==> config.mk <==
export PLATFORM = sky130hd
export DESIGN_NAME = instr_mem_loader_flat
export DESIGN_NICKNAME = d
export VERILOG_FILES = /design/src/rtl/instr_mem_loader_if.sv /design/src/rtl/instr_mem_loader.sv /design/src/flat_wrapper.sv
export SDC_FILE = /design/constraint.sdc
export NUM_CORES = 1
export LEC_CHECK = 0
export BUFFER_PORTS_ARGS = -buffer_cell sky130_fd_sc_hd__buf_2
export CORE_MARGIN = 2
export CORE_UTILIZATION = 25
export DETAILED_ROUTE_END_ITERATION = 10
export GPL_TIMING_DRIVEN = 0
export PLACE_DENSITY = 0.6
export SLEW_MARGIN = 15
export SYNTH_ARGS = -nofsm -noshare
export SYNTH_HDL_FRONTEND = slang
export SYNTH_SLANG_ARGS = --single-unit
==> constraint.sdc <==
create_clock -name clk -period 1.9 [get_ports clk]
set_input_delay 0.095 -clock clk [delete_from_list [all_inputs] [get_ports clk]]
set_output_delay 0.095 -clock clk [all_outputs]
set_load 0.05 [all_outputs]
==> src/rtl/instr_mem_loader_if.sv <==
// Loader bus: instruction request handshake plus instruction-memory write port and status.
// slave = loader side, master = producer / memory side.
interface instr_mem_loader_if #(
    parameter int address_width  = 32,
    parameter int mem_addr_width = 8
);
    logic                      in_valid;
    logic                      in_ready;
    logic [address_width-1:0]  base;
    logic [address_width-1:0]  imm;
    logic                      ImmSrc;
    logic                      wr_en;
    logic [mem_addr_width-1:0] wr_addr;
    logic [address_width-1:0]  wr_data;
    logic [mem_addr_width:0]   count;
    logic                      full;
    logic                      err;

    modport slave (
        input  in_valid, base, imm, ImmSrc,
        output in_ready, wr_en, wr_addr, wr_data, count, full, err
    );

    modport master (
        output in_valid, base, imm, ImmSrc,
        input  in_ready, wr_en, wr_addr, wr_data, count, full, err
    );
endinterface

==> src/rtl/instr_mem_loader.sv <==
// Inserts an I/B-type immediate into a base instruction and writes it to sequential memory words.
// Latency: write one cycle after accept, one instruction per two cycles; in_ready drops while writing, when full or on clear.
module instr_mem_loader #(
    parameter int address_width  = 32,
    parameter int mem_addr_width = 8
) (
    input  logic clk,
    input  logic rst_n,
    input  logic clear,
    instr_mem_loader_if.slave bus
);
    typedef enum logic [1:0] {IDLE, WRITE, FULL} state_t;

    localparam logic [mem_addr_width:0] depth_c = {1'b1, {mem_addr_width{1'b0}}};
    localparam logic [mem_addr_width:0] one_c   = {{mem_addr_width{1'b0}}, 1'b1};

    state_t                    state, state_nxt;
    logic [mem_addr_width:0]   cnt;
    logic                      err_q;
    logic [mem_addr_width-1:0] addr_q;
    logic [address_width-1:0]  data_q;
    logic [address_width-1:0]  enc;
    logic                      range_bad;
    logic                      rdy;
    logic                      wen;
    logic                      take;
    logic [mem_addr_width:0]   cnt_inc;

    assign cnt_inc   = cnt + one_c;
    assign range_bad = (bus.imm[address_width-1:12] != {(address_width-12){bus.imm[11]}});
    assign take      = bus.in_valid && rdy;

    always_comb begin
        enc = bus.base;
        if (bus.ImmSrc) begin
            enc[31:20] = bus.imm[11:0];
        end else begin
            enc[31]    = bus.imm[11];
            enc[7]     = bus.imm[10];
            enc[30:25] = bus.imm[9:4];
            enc[11:8]  = bus.imm[3:0];
        end
    end

    always_comb begin
        state_nxt = state;
        rdy       = 1'b0;
        wen       = 1'b0;
        case (state)
            IDLE: begin
                rdy = !clear;
                if (bus.in_valid && !clear && !range_bad)
                    state_nxt = WRITE;
            end
            WRITE: begin
                // clear drops the pending write outright
                wen = !clear;
                if (clear)
                    state_nxt = IDLE;
                else if (cnt_inc == depth_c)
                    state_nxt = FULL;
                else
                    state_nxt = IDLE;
            end
            FULL: begin
                if (clear)
                    state_nxt = IDLE;
            end
            default: state_nxt = IDLE;
        endcase
    end

    always_ff @(posedge clk or negedge rst_n) begin
        if (!rst_n) begin
            state  <= IDLE;
            cnt    <= '0;
            err_q  <= 1'b0;
            addr_q <= '0;
            data_q <= '0;
        end else begin
            state <= state_nxt;
            if (clear) begin
                cnt   <= '0;
                err_q <= 1'b0;
            end else begin
                if (take && range_bad)
                    err_q <= 1'b1;
                if (wen)
                    cnt <= cnt_inc;
            end
            // Write address/data are captured at accept and held until the next legal accept.
            if (take && !range_bad) begin
                addr_q <= cnt[mem_addr_width-1:0];
                data_q <= enc;
            end
        end
    end

    assign bus.in_ready = rdy;
    assign bus.wr_en    = wen;
    assign bus.wr_addr  = addr_q;
    assign bus.wr_data  = data_q;
    assign bus.count    = cnt;
    assign bus.full     = (cnt == depth_c);
    assign bus.err      = err_q;
endmodule

==> src/flat_wrapper.sv <==
// flat-port wrapper written by rule: the top's interface ports become plain ports
module instr_mem_loader_flat 
#(
    parameter int address_width  = 32,
    parameter int mem_addr_width = 8
)
  (clk, rst_n, clear, bus_in_valid, bus_base, bus_imm, bus_ImmSrc, bus_in_ready, bus_wr_en, bus_wr_addr, bus_wr_data, bus_count, bus_full, bus_err);
  instr_mem_loader_if #(.address_width(address_width), .mem_addr_width(mem_addr_width)) bus_i ();
  input  logic clk;
  input  logic rst_n;
  input  logic clear;
  input wire logic [$bits(bus_i.in_valid)-1:0] bus_in_valid;
  input wire logic [$bits(bus_i.base)-1:0] bus_base;
  input wire logic [$bits(bus_i.imm)-1:0] bus_imm;
  input wire logic [$bits(bus_i.ImmSrc)-1:0] bus_ImmSrc;
  output wire logic [$bits(bus_i.in_ready)-1:0] bus_in_ready;
  output wire logic [$bits(bus_i.wr_en)-1:0] bus_wr_en;
  output wire logic [$bits(bus_i.wr_addr)-1:0] bus_wr_addr;
  output wire logic [$bits(bus_i.wr_data)-1:0] bus_wr_data;
  output wire logic [$bits(bus_i.count)-1:0] bus_count;
  output wire logic [$bits(bus_i.full)-1:0] bus_full;
  output wire logic [$bits(bus_i.err)-1:0] bus_err;
  assign bus_i.in_valid = bus_in_valid;
  assign bus_i.base = bus_base;
  assign bus_i.imm = bus_imm;
  assign bus_i.ImmSrc = bus_ImmSrc;
  assign bus_in_ready = bus_i.in_ready;
  assign bus_wr_en = bus_i.wr_en;
  assign bus_wr_addr = bus_i.wr_addr;
  assign bus_wr_data = bus_i.wr_data;
  assign bus_count = bus_i.count;
  assign bus_full = bus_i.full;
  assign bus_err = bus_i.err;
  instr_mem_loader #(.address_width(address_width), .mem_addr_width(mem_addr_width)) u_core (.clk(clk), .rst_n(rst_n), .clear(clear), .bus(bus_i));
endmodule
==> results.md <==
- Hold Path End: u_core.bus.wr_data[3]
- Layout cells sized above 1: 58.6%
- Boundary pin count: 122
- Routed len/inst: 12.9 um
- CTS root buf: clkbuf_8
- Register area: 1300 um^2
- First-pass DRT Iterations: 4
- Die area: 10700 um^2
- Critical path data arrival time: 2.00 ns
- R2r setup slk: 0.1 ns
- Clock Skew: 0.00487 ns
- Peak supply drop: 0.290 mV
- Remaining DRCs: 0
- Ys flop type: dfrtp_1
- Multi-input logic area: 1120 um^2
- Placement Rows: 36
- Total clock sinks: 52
- Synth cell types: 30
- # fillers: 1012
- Final hold vios: 0
- CTS tree: built
- CTS max path bufs: 2
- Post-synth EDFFs: 0
- Initial DRC Count: 14
- Endpoints failing setup: 0
- Synth async-reset ratio: 100%
- Final #Nets: 391
- Worst Tran Pin Value: 0.665 ns
- Fmax: 554 MHz
- Reg2reg end: u_core.bus.wr_data[16]
- Yosys warns: 0
- Worst flop-to-flop path startpoint: u_core.state[0]
- Die X: 103 um
- Area delta synth->final: 35.1%
- Design area: 3340 um^2
- HPWL after DPL: 4.52 mm
- Detail Route Antenna Nets: 0
- Crit Path Class: reg -> reg
- RSZ-0062 raised after global routing: no
- Period utilisation layout: 95.0%
- Pin count of the biggest net entering global routing: 53
- Pwr/cell area: 577 nW/um^2
- Total power: 1930 uW
- CP max FO: 10
- Register area share after synthesis: 52.6%
- Fin. max-slew vios: 0
- CP Launch Type: flip-flop
- Class of the worst hold path: in -> reg
- Worst-path clk slew: 0.09 ns
- Placed Area: 3230 um^2
- Via count: 1974
- WP data required: 2.09 ns
- Post-Synthesis Net Count: 269
- Slew HR: 55.6%
- Worst-Skew Late Latency: 0.30 ns
- Global Route Usage Sum: 11.2%
- Post-synth top area share: 52.6%
- Status: finished clean
- Clock period minus worst slack: 1.80 ns
- CTS buffer count: 5
- Core Area: 9680 um^2
- First-pass GRT wire length: 9.33 mm
- Vias per cell: 4.35
- Die Y: 103 um
- Commonest cells in the synthesized netlist: 56 x mux2_2, 52 x dfrtp_1, 17 x nor2_1
- Hold depth: 2
- Vias in the first global route: 1905
- Yosys top cell by area: dfrtp_1
- LEAKAGE: 0.00175 uW
- Syn Inst Count: 198
- Gr ovfl total: 0
- Diode count: 0
- R2R cell count: 6
- Hold Startpoint: bus_base[3]
- Synth area leaders: dfrtp_1 53%, mux2_2 26%, nor2_1 2.6%
- I/O Buffers: 113
- WL final: 5.87 mm
- Synth Cell Area: 2470 um^2
- Most numerous cell in the Yosys netlist: mux2_2
- Crit end category: flip-flop
- H-tree depth: 2
- FF+latch count, synth: 52
- Synthesized area per cell: 12.5 um^2
- Gp weighted congestion: 0.814
- MaxCap Viol Count: 0
- Starting Density: 25.5%
- Initial antenna violation count: 0
state kept, by name (all words and copies together) (netlist names):
name / flops
u_core.bus.wr_addr: 8
u_core.bus.wr_data: 32
u_core.state: 2
u_core.bus.count: 9
u_core.bus.err: 1
cells in the final DEF, fill, tap and decap left out, types with 4 or more instances in the layout:
cell type  instances
clkbuf_8           6
dfrtp_1           50
buf_2            111
nand2_1           10
nand3_1            6
clkbuf_1           5
nor2_1            16
buf_6              4
nor3_1             8
xnor2_1            6
mux2_2            56
how the worst max path moves through the flow:
stage	startpoint	to	cells past startpoint
2_1_floorplan	u_core.state[0]	u_core.bus.wr_addr[7]	5
3_3_place_gp	bus_imm[11]	u_core.bus.wr_data[15]	7
3_5_place_dp	bus_imm[11]	u_core.bus.wr_data[16]	7
4_1_cts	bus_imm[11]	u_core.bus.wr_data[16]	7
5_1_grt	u_core.bus.count[5]	bus_full	4
6_report	u_core.state[0]	u_core.bus.wr_data[16]	6
metal layers:
layer | GRT usage, % | part of all wire, % | wire length (um) | vias to the layer above
li1 | - | - | - | 956
met1 | 14.4 | 43 | 2540 | 952
met2 | 18.9 | 50 | 2920 | 60
met3 | 2.02 | 5.5 | 325 | 6
met4 | 3.85 | 1.4 | 84 | 0
met5 | 0 | 0 | 0 | -
report_power, final:
group,leakage (uW),switching [uW],internal [uW]
sequential,0.000722,0.852,1110
combinational,0.000980,83.5,80.5
clock,0.0000445,357,297
what timing repair did:
action                                 in CTS  in global routing
buffers inserted                            0                  1
endpoints found under the hold margin      52                  0
hold buffers                                1                  0
gates resized for setup                     0                  1
setup endpoints to repair                   0                 13
final cells by class:
| cell class | instances | share of cell area [%] |
|---|---|---|
| buffer | 8 | 1.80 |
| clock buffer | 7 | 2.59 |
| clock inverter | 1 | 0.225 |
| inverter | 3 | 0.337 |
| multi-input combinational | 135 | 33.4 |
| sequential | 52 | 39.0 |
| tap | 133 | 4.98 |
| timing repair buffer | 115 | 17.6 |
critical path: stages, from the launching register on:
cell     delay [ns]
dfrtp_1        0.43
nor3_4         0.20
nand2_2        0.11
nor4_4         0.24
buf_4          0.19
buf_6          0.17
mux2_2         0.35
logic make-up (layout without fill, tap and decap cells):
group | Yosys count | after routing | share of synthesized area, %
AOI/OAI and AO/OA | 10 | 10 | 2.58
xor gates and xnor gates | 9 | 9 | 3.19
buffers and inverters | 11 | 134 | 2.88
DFF | 52 | 52 | 52.6
muxes | 57 | 57 | 26.0
and+or+nand+nor | 57 | 57 | 11.7
adders and majority gates | 2 | 2 | 1.01
metrics by stage:
| step | util, % | setup slack (ns) | instances | hold WS [ns] | setup TNS [ns] |
|---|---|---|---|---|---|
| finish | 34.5 | 0.0954 | 454 | 0.00960 | 0 |
| global route | 34.5 | 0.0220 | 454 | 0.00311 | 0 |
| CTS | 34.4 | 0.00293 | 453 | 0.00381 | 0 |
| detailed placement | 33.3 | -0.328 | 444 | 0.187 | -12.11 |
| global placement | 33.3 | -0.278 | 444 | 0.316 | -10.54 |
| floorplan | - | -0.104 | 198 | -0.201 | -4.03 |
(Power assumes the default switching activity.)
